**config.mk**
```make
export PLATFORM = sky130hd
export DESIGN_NAME = rst_seq_gen
export DESIGN_NICKNAME = d
export VERILOG_FILES = /design/src/rtl/rst_seq_pkg.sv /design/src/rtl/btn_debounce.sv /design/src/rtl/rst_seq_gen.sv
export SDC_FILE = /design/constraint.sdc
export NUM_CORES = 1
export LEC_CHECK = 0
export ABC_CLOCK_PERIOD_IN_PS = 2850
export CORE_UTILIZATION = 35
export DETAILED_ROUTE_END_ITERATION = 10
export DONT_BUFFER_PORTS = 1
export PLACE_DENSITY = 0.57
export SYNTH_ARGS = -nofsm -noshare
export SYNTH_HDL_FRONTEND = slang
export SYNTH_SLANG_ARGS = --single-unit
```
**constraint.sdc**
```tcl
create_clock -name clock -period 2.85 [get_ports clock]
set_input_delay 0.57 -clock clock [delete_from_list [all_inputs] [get_ports clock]]
set_output_delay 0.57 -clock clock [all_outputs]
set_load 0.05 [all_outputs]
```
**src/rtl/rst_seq_pkg.sv**
```systemverilog
// rst_seq_pkg
// Shared types and constants for the reset sequencer.
//   rst_state_t    : sequencer FSM states (POR, ASSERT, HOLD, RUN)
//   CAUSE_POR      : cause bit index for power-on / async reset
//   CAUSE_BTN_BASE : cause bit index of button 0 (button i at CAUSE_BTN_BASE+i)
//   cause_sw_idx   : cause bit index of the software request for n_src buttons
//   cause_wdt_idx  : cause bit index of the watchdog for n_src buttons
package rst_seq_pkg;

    typedef enum logic [1:0] {
        POR    = 2'd0,
        ASSERT = 2'd1,
        HOLD   = 2'd2,
        RUN    = 2'd3
    } rst_state_t;

    localparam int CAUSE_POR      = 0;
    localparam int CAUSE_BTN_BASE = 1;

    function automatic int cause_sw_idx(input int n_src);
        return n_src + 1;
    endfunction

    function automatic int cause_wdt_idx(input int n_src);
        return n_src + 2;
    endfunction

endpackage

```
**src/rtl/btn_debounce.sv**
```systemverilog
// btn_debounce
// One button channel: 2-FF synchroniser followed by a debounce counter.
// The debounced level only flips after DEBOUNCE_CYCLES consecutive
// synchronised samples that differ from it; any agreeing sample restarts
// the count.
// Ports:
//   clock  : system clock
//   reset  : asynchronous active-high reset (level returns to released)
//   btn_n  : raw asynchronous button, active-low
//   active : debounced button pressed (debounced level low)
module btn_debounce #(
    parameter int DEBOUNCE_CYCLES = 1000000
) (
    input  logic clock,
    input  logic reset,
    input  logic btn_n,
    output logic active
);

    localparam int DB_W = $clog2(DEBOUNCE_CYCLES) + 1;
    localparam logic [DB_W-1:0] DB_T = DB_W'(DEBOUNCE_CYCLES - 1);

    logic            sync1_reg;
    logic            sync2_reg;
    logic            level_reg;
    logic [DB_W-1:0] cnt_reg;

    always_ff @(posedge clock or posedge reset) begin
        if (reset) begin
            sync1_reg <= 1'b1;
            sync2_reg <= 1'b1;
            level_reg <= 1'b1;
            cnt_reg   <= '0;
        end else begin
            sync1_reg <= btn_n;
            sync2_reg <= sync1_reg;
            if (sync2_reg == level_reg) begin
                cnt_reg <= '0;
            end else if (cnt_reg == DB_T) begin
                // This is the DEBOUNCE_CYCLES-th differing sample: accept it.
                level_reg <= sync2_reg;
                cnt_reg   <= '0;
            end else begin
                cnt_reg <= cnt_reg + 1'b1;
            end
        end
    end

    assign active = ~level_reg;

endmodule

```
**src/rtl/rst_seq_gen.sv**
```systemverilog
// rst_seq_gen
// Merges N_SRC debounced active-low buttons, a power-on stretch and a
// software reset request into one registered system reset, and records
// a sticky reset-cause register.
// Optional watchdog: define RST_SEQ_WDT_EN to add the wdt_kick port and a
// WDT_CYCLES timeout that forces a reset when RUN goes unkicked.
// Ports:
//   clock      : system clock
//   reset      : asynchronous active-high reset, forces POR
//   btn_n      : raw buttons, active-low
//   sw_rst_req : single-cycle software reset request
//   cause_clr  : clears the cause register (a same-cycle set wins)
//   wdt_kick   : watchdog refresh (RST_SEQ_WDT_EN only)
//   rst_out    : registered system reset, active-high
//   rst_n_out  : registered inverse of rst_out
//   cause      : [0] POR, [i+1] button i, [N_SRC+1] software, [N_SRC+2] watchdog
module rst_seq_gen
    import rst_seq_pkg::*;
#(
    parameter int N_SRC           = 2,
    parameter int DEBOUNCE_CYCLES = 1000000,
    parameter int POR_CYCLES      = 1024,
    parameter int HOLD_CYCLES     = 16,
    parameter int WDT_CYCLES      = 50000000
) (
    input  logic             clock,
    input  logic             reset,
    input  logic [N_SRC-1:0] btn_n,
    input  logic             sw_rst_req,
    input  logic             cause_clr,
`ifdef RST_SEQ_WDT_EN
    input  logic             wdt_kick,
`endif
    output logic             rst_out,
    output logic             rst_n_out,
    output logic [N_SRC+2:0] cause
);

    localparam int CAUSE_W = N_SRC + 3;
    localparam int SW_IDX  = cause_sw_idx(N_SRC);
    localparam int WDT_IDX = cause_wdt_idx(N_SRC);
    localparam logic [CAUSE_W-1:0] CAUSE_RST = CAUSE_W'(1) << CAUSE_POR;

    localparam int POR_W  = $clog2(POR_CYCLES) + 1;
    localparam int HOLD_W = $clog2(HOLD_CYCLES) + 1;
    localparam int CNT_W  = (POR_W > HOLD_W) ? POR_W : HOLD_W;
    localparam logic [CNT_W-1:0] POR_T  = CNT_W'(POR_CYCLES - 1);
    localparam logic [CNT_W-1:0] HOLD_T = CNT_W'(HOLD_CYCLES - 1);

    logic [N_SRC-1:0]   active;
    logic               any_act;
    rst_state_t         state_reg;
    logic [CNT_W-1:0]   cnt_reg;
    logic [CAUSE_W-1:0] cause_reg;
    logic [CAUSE_W-1:0] cause_set;
    logic               wdt_fire;

    generate
        for (genvar gi = 0; gi < N_SRC; gi++) begin : g_btn
            btn_debounce #(
                .DEBOUNCE_CYCLES(DEBOUNCE_CYCLES)
            ) u_btn_debounce (
                .clock  (clock),
                .reset  (reset),
                .btn_n  (btn_n[gi]),
                .active (active[gi])
            );
        end
    endgenerate

    assign any_act = |active;

`ifdef RST_SEQ_WDT_EN
    localparam int WDT_W = $clog2(WDT_CYCLES) + 1;
    localparam logic [WDT_W-1:0] WDT_T = WDT_W'(WDT_CYCLES - 1);

    logic [WDT_W-1:0] wdt_cnt_reg;

    // A kick in the terminal cycle still counts as a refresh.
    assign wdt_fire = (state_reg == RUN) && !wdt_kick && (wdt_cnt_reg == WDT_T);

    always_ff @(posedge clock or posedge reset) begin
        if (reset) begin
            wdt_cnt_reg <= '0;
        end else if ((state_reg != RUN) || wdt_kick || wdt_fire) begin
            wdt_cnt_reg <= '0;
        end else begin
            wdt_cnt_reg <= wdt_cnt_reg + 1'b1;
        end
    end
`else
    assign wdt_fire = 1'b0;
`endif

    // Every source that is asserting this cycle either starts or extends a
    // reset (buttons win in all states; software is recorded even when the
    // FSM ignores it), so the cause bits simply follow the sources.
    always_comb begin
        cause_set                        = '0;
        cause_set[CAUSE_BTN_BASE +: N_SRC] = active;
        cause_set[SW_IDX]                = sw_rst_req;
        cause_set[WDT_IDX]               = wdt_fire;
    end

    always_ff @(posedge clock or posedge reset) begin
        if (reset) begin
            cause_reg <= CAUSE_RST;
        end else begin
            cause_reg <= (cause_clr ? '0 : cause_reg) | cause_set;
        end
    end

    assign cause = cause_reg;

    // rst_out/rst_n_out are updated on the same edge as the state, from the
    // transition being taken, so they are glitch-free registered outputs.
    always_ff @(posedge clock or posedge reset) begin
        if (reset) begin
            state_reg <= POR;
            cnt_reg   <= '0;
            rst_out   <= 1'b1;
            rst_n_out <= 1'b0;
        end else begin
            case (state_reg)
                POR: begin
                    if (any_act) begin
                        state_reg <= ASSERT;
                        cnt_reg   <= '0;
                    end else if (cnt_reg == POR_T) begin
                        state_reg <= HOLD;
                        cnt_reg   <= '0;
                    end else begin
                        cnt_reg <= cnt_reg + 1'b1;
                    end
                end
                ASSERT: begin
                    if (!any_act) begin
                        state_reg <= HOLD;
                        cnt_reg   <= '0;
                    end
                end
                HOLD: begin
                    if (any_act) begin
                        state_reg <= ASSERT;
                        cnt_reg   <= '0;
                    end else if (sw_rst_req) begin
                        cnt_reg <= '0;
                    end else if (cnt_reg == HOLD_T) begin
                        state_reg <= RUN;
                        rst_out   <= 1'b0;
                        rst_n_out <= 1'b1;
                    end else begin
                        cnt_reg <= cnt_reg + 1'b1;
                    end
                end
                RUN: begin
                    if (any_act) begin
                        state_reg <= ASSERT;
                        cnt_reg   <= '0;
                        rst_out   <= 1'b1;
                        rst_n_out <= 1'b0;
                    end else if (sw_rst_req || wdt_fire) begin
                        state_reg <= HOLD;
                        cnt_reg   <= '0;
                        rst_out   <= 1'b1;
                        rst_n_out <= 1'b0;
                    end
                end
                default: begin
                    state_reg <= POR;
                    cnt_reg   <= '0;
                    rst_out   <= 1'b1;
                    rst_n_out <= 1'b0;
                end
            endcase
        end
    end

endmodule
```
Word-level counts from Yosys, hierarchy flattened --
Cells that the tools add are included.
Word-level totals: bits in registers 68, input bits 6, output and inout bits 7, word-level logic and storage cells 82
Operators by class: add/sub/neg operators 3, equal/unequal tests 18, mux-type cells 35, bitwise operators 5, reduce and logical (&&, ||, !) cells 8
Operators with widths (count):
- two-way mux 11 bit | 8
- two-way mux 21 bit | 4
- one-hot mux 11 bit (4 select lines) | 1
- adder 21 x 1 -> 21 bit (second input constant) | 2
- equality test 21 x 20 -> 1 bit (second input constant) | 2
- two-way mux 2 bit | 8
- != test 3 bit (second input constant) | 4
- adder 11 x 1 -> 11 bit (second input constant) | 1
- equality test 11 x 10 -> 1 bit (second input constant) | 1
- equality test 11 x 4 -> 1 bit (second input constant) | 1
- two-way mux 1 bit | 10
- AND reduction 5 bit | 2
- != test 2 bit (second input constant) | 4
- one-hot mux 2 bit (4 select lines) | 1
- two-way mux 5 bit | 1
- bitwise OR 5 x 4 -> 5 bit | 1
- equality test 2 bit (second input constant) | 2
- != test 4 bit (second input constant) | 1
- NOT 1 bit | 4
- one-hot mux 1 bit (2 select lines) | 2
- AND reduction 2 bit | 2
- AND reduction 3 bit | 1
- equality test 1 bit | 2
- equality test 2 x 1 -> 1 bit (second input constant) | 1
- other kinds (3) | 3

Depth between registers and ports, before layout --
depth in word-level cells 5, depth in mapped cells 8, gate-level depth less buffers 7

Modules after synthesis --
Synthesis repeated with hierarchy kept, for this count alone.
Unflattened totals: cells, all modules 365, area total of the unflattened synthesis 3483.3 µm²
By module, submodules not included:
- btn_debounce | instances 2, cells an instance 119, area an instance 1159.9 µm², sequential area each 604.3 µm²
- rst_seq_gen | instances 1, cells an instance 127, area an instance 1163.6 µm², sequential area each 478.0 µm²

Least setup slack after synthesis --
OpenSTA, ideal clock, no wires.
path type reg-to-reg, from register cnt_reg[0], to register state_reg[1], data arrival time 1.816 ns, data required time 2.725 ns, setup slack 0.909 ns, cell stages (with the launch flop) 7, path buffers 0, clock period less this slack 1.941 ns, cells stage by stage dfrtp_1 ha_1 nand3_1 nor3_1 a21oi_1 nor3_2 mux2_2
Between the ends: word-level cells in the longest chain between the ends 3
Ends and longest elaborated chain:
- start, declared | RTL line rst_seq_gen.sv:53 | logic [CNT_W-1:0] cnt_reg;
- start signal, assigned | RTL line rst_seq_gen.sv:133 | cnt_reg <= cnt_reg + 1'b1;
- start signal, assigned | RTL line rst_seq_gen.sv:153 | cnt_reg <= cnt_reg + 1'b1;
- equality test 11 x 4 -> 1 bit / equality test 11 x 10 -> 1 bit (equally long branches) | RTL line rst_seq_gen.sv:148, rst_seq_gen.sv:129
- != test 3 bit (no line)
- AND reduction 5 bit (no line) (*)
- end signal, assigned | RTL line rst_seq_gen.sv:144 | state_reg <= ASSERT;
- end signal, assigned | RTL line rst_seq_gen.sv:149 | state_reg <= RUN;
- end signal, assigned | RTL line rst_seq_gen.sv:158 | state_reg <= ASSERT;
- end, declared | RTL line rst_seq_gen.sv:52 | rst_state_t state_reg;
Every way passes the cells marked *; elsewhere a longest branch is shown, timed or not. A chain may end at the register's enable or synchronous reset.

Final worst setup path --
from register cnt_reg[0], to register cnt_reg[2]
Between the ends: word-level cells in the longest chain between the ends 5
Ends and longest elaborated chain:
- adder 11 x 1 -> 11 bit | RTL line rst_seq_gen.sv:133, rst_seq_gen.sv:153
- two-way mux 11 bit | RTL line rst_seq_gen.sv:148 | end else if (cnt_reg == HOLD_T) begin
- two-way mux 11 bit | RTL line rst_seq_gen.sv:146 | end else if (sw_rst_req) begin
- two-way mux 11 bit | RTL line rst_seq_gen.sv:143 | if (any_act) begin
- one-hot mux 11 bit (4 select lines) | RTL line rst_seq_gen.sv:124 | case (state_reg)
Several ways; a longest one is shown, not always the timed one. The select of a mux whose other input is x is not followed.

==> insert_results.sql <==
INSERT INTO impl_metrics (metric_group, metric, value, unit) VALUES
('status', 'status', 'finished, final reports clean', ''),
('power', 'pwr-share-comb', '0.028', ''),
('routing', 'drc', '0', ''),
('global_routing', 'grt_max_degree', '27', ''),
('cts', 'cts_tree', 'done', ''),
('worst_setup_path', 'worstPathRequired', '3.06', 'ns'),
('synthesis', 'synthDistinctLibCells', '50', ''),
('cells_and_area', 'final_cell_area', '3714', 'µm²'),
('sta', 'slew_violations', '0', ''),
('sta', 'finalHoldViolCount', '0', ''),
('routing', 'detailroute.via_count', '2347', ''),
('sta', 'worst_hold_slack', '0.1600', 'ns'),
('cts', 'number_of_sinks_on_the_clock_net', '67', ''),
('power', 'p_leak', '1.570', 'nW'),
('synthesis', 'synth_area_leader_cell', 'dfrtp_1', ''),
('cts', 'cts_htree_levels', '3', ''),
('cts', 'clk_path_buf_depth', '2', ''),
('synthesis', 'synth_seq_area_share', '0.5000', ''),
('power', 'clkPwrFrac', '0.427', ''),
('floorplanning', 'start_util', '0.3633', ''),
('worst_setup_path', 'crit_fanout', '9', ''),
('cells_and_area', 'finalNetCount', '360', ''),
('place', 'dpl-instance-area', '3515', 'µm²'),
('floorplanning', 'pin_count', '13', ''),
('cells_and_area', 'multi_input_area', '1592', 'µm²'),
('synthesis', 'synthesis.instances', '339', ''),
('worst_setup_path', 'rr_startpoint', 'cnt_reg[0]', ''),
('cts', 'cts_made_buffers', '9', ''),
('sta', 'fin_worst_skew', '0.01071', 'ns'),
('sta', 'fmax', '438.2', 'MHz'),
('power', 'internal_power', '1.386', 'mW'),
('floorplanning', 'core.rowCount', '35', ''),
('synthesis', 'synth_ff_type', 'dfrtp_1', ''),
('global_routing', 'overflow', '0', ''),
('routing', 'initialDrtViolationCount', '83', ''),
('global_routing', 'grtUsageMet3', '0.05084', ''),
('cts', 'cts-hold-fix-buffers', '0', ''),
('synthesis', 'number_of_flip_flops_and_latches_in_the_synthesized_netlist', '67', ''),
('sta', 'number_of_failing_setup_endpoints_in_the_final_timing_report', '0', ''),
('cells_and_area', 'largest_register_ff_count', '42', ''),
('floorplanning', 'dieWidth', '100.2', 'µm'),
('synthesis', 'synth.yosys.warnings', '0', ''),
('synthesis', 'fraction_of_post_synthesis_cell_area_in_the_top_cell_type_by_area', '0.4377', ''),
('synthesis', 'synthTopCellsByArea', 'dfrtp_1 (44%), dfstp_2 (6.2%), nor2_1 (6.2%)', ''),
('synthesis', 'synth_top_cells_by_count', 'dfrtp_1 (59), nor2_1 (56), nand2_1 (26)', ''),
('worst_setup_path', 'worstSetupStartpointType', 'flip-flop', ''),
('power', 'peakVddDrop', '0.2674', 'mV'),
('worst_setup_path', 'r2r_slack', '0.57', 'ns'),
('worst_setup_path', 'timing.critical_path.to_type', 'flip-flop', ''),
('routing', 'post_drt_wl_per_cell', '12.43', 'µm'),
('cells_and_area', 'flow.area_growth_from_synthesis', '10.09', '%'),
('run', 'cap_violations', '0', ''),
('power', 'seq_power_share', '0.544', ''),
('sta', 'relative_slew_margins', '0.4531', ''),
('worst_setup_path', 'crit_type', 'flip-flop to flip-flop', ''),
('sta', 'setup_ws', '0.5677', 'ns'),
('worst_setup_path', 'timing.critical_path.from', 'cnt_reg[0]', ''),
('global_routing', 'grtUsageTotal', '0.1394', ''),
('global_routing', 'grt_first_pass_wirelength', '10920', 'µm'),
('power', 'p_sw', '0.4091', 'mW'),
('place', 'portBuffers', '0', ''),
('cts', 'post_cts.repair.setup_buffers', '0', ''),
('sta', 'max_slew.worst_pin.slew', '0.8129', 'ns'),
('cts', 'post_cts.resized_instances', '0', ''),
('worst_hold_path', 'worst_min_delay_path_class', 'input port to async pin', ''),
('synthesis', 'most_frequent_cell_after_synthesis', 'dfrtp_1', ''),
('sta', 'timing.setup.tns', '0', 'ns'),
('sta', 'grt_setup_unrepaired', 'false', ''),
('cells_and_area', 'filler_cell_count', '935', ''),
('global_routing', 'grt_pass1_vias', '2364', ''),
('cells_and_area', 'register_area', '1687', 'µm²');
[routing by layer]
layer	vias to the layer above	part of all wire	routed length, µm
met5	-	0	0
met4	0	0.016	98
met3	9	0.034	200
met2	28	0.47	2785
met1	1141	0.48	2881
li1	1169	-	-
[power groups by stage]
stage	combinational (mW)	clock (mW)	sequential, mW
after floorplan	0.0414	0	0.993
after global placement	0.0531	0	0.995
after detailed placement	0.0538	0	0.995
after CTS	0.0538	0.794	0.977
after global routing	0.0605	0.842	0.979
final	0.0508	0.767	0.977
[cell type report]
class / instances / area share
inverter: 14 / 0.01415
timing repair buffer: 3 / 0.006065
clock buffer: 13 / 0.04818
tap: 129 / 0.04346
clock inverter: 3 / 0.005391
multi-input combinational: 251 / 0.4286
sequential: 67 / 0.4542
[through the flow]
stage               power, mW  instances    util
CTS                     1.825        480  0.4000
global route            1.882        480  0.4000
finish                  1.795        480  0.4000
floorplan               1.034        339       -
global placement        1.048        464  0.3786
detailed placement      1.049        464  0.3786
[final timing paths]
check,endpoint,depth (start not counted)
max,cnt_reg[2],6
max reg2reg,cnt_reg[2],6
min reg2reg,g_btn[0].u_btn_debounce.sync2_reg,0
max in group asynchronous,g_btn[1].u_btn_debounce.sync2_reg,2
min in group clock,g_btn[0].u_btn_debounce.sync1_reg,0
min,g_btn[1].u_btn_debounce.cnt_reg[0],1
[critical path, cell delays in order, from the launching register on]
cell	delay, ns
dfrtp_1	0.44
ha_1	0.26
nand3_1	0.22
nor3_1	0.44
a31o_2	0.28
or2_1	0.36
o21ai_0	0.15
[layout by cell type (no fill, tap or decap), types with 4 or more instances in the layout]
cell type | Yosys | routed
dfrtp_1 | 59 | 59
nor2_1 | 56 | 56
nand2_1 | 26 | 26
xor2_1 | 22 | 22
nand3_1 | 21 | 21
xnor2_1 | 18 | 18
inv_1 | 14 | 13
o21ai_0 | 13 | 13
clkbuf_8 | 0 | 13
nand4_1 | 9 | 9
and3_1 | 8 | 8
ha_1 | 8 | 8
dfstp_2 | 8 | 8
nor3_1 | 7 | 7
nor4_1 | 6 | 6
nor2b_1 | 4 | 4
nor4b_1 | 4 | 4
[kinds of logic (layout without fill, tap and decap cells)]
family	Yosys count	in the layout	share of synthesized area
buf+inv	21	33	0.02819
other cells	1	1	0.001112
simple gates	163	163	0.2407
flops	67	67	0.5000
compound gates	34	34	0.07901
mux	5	5	0.01743
fa+ha+maj	8	8	0.02967
xor+xnor	40	40	0.1039
Note: power is estimated with default switching activity, not from simulation.
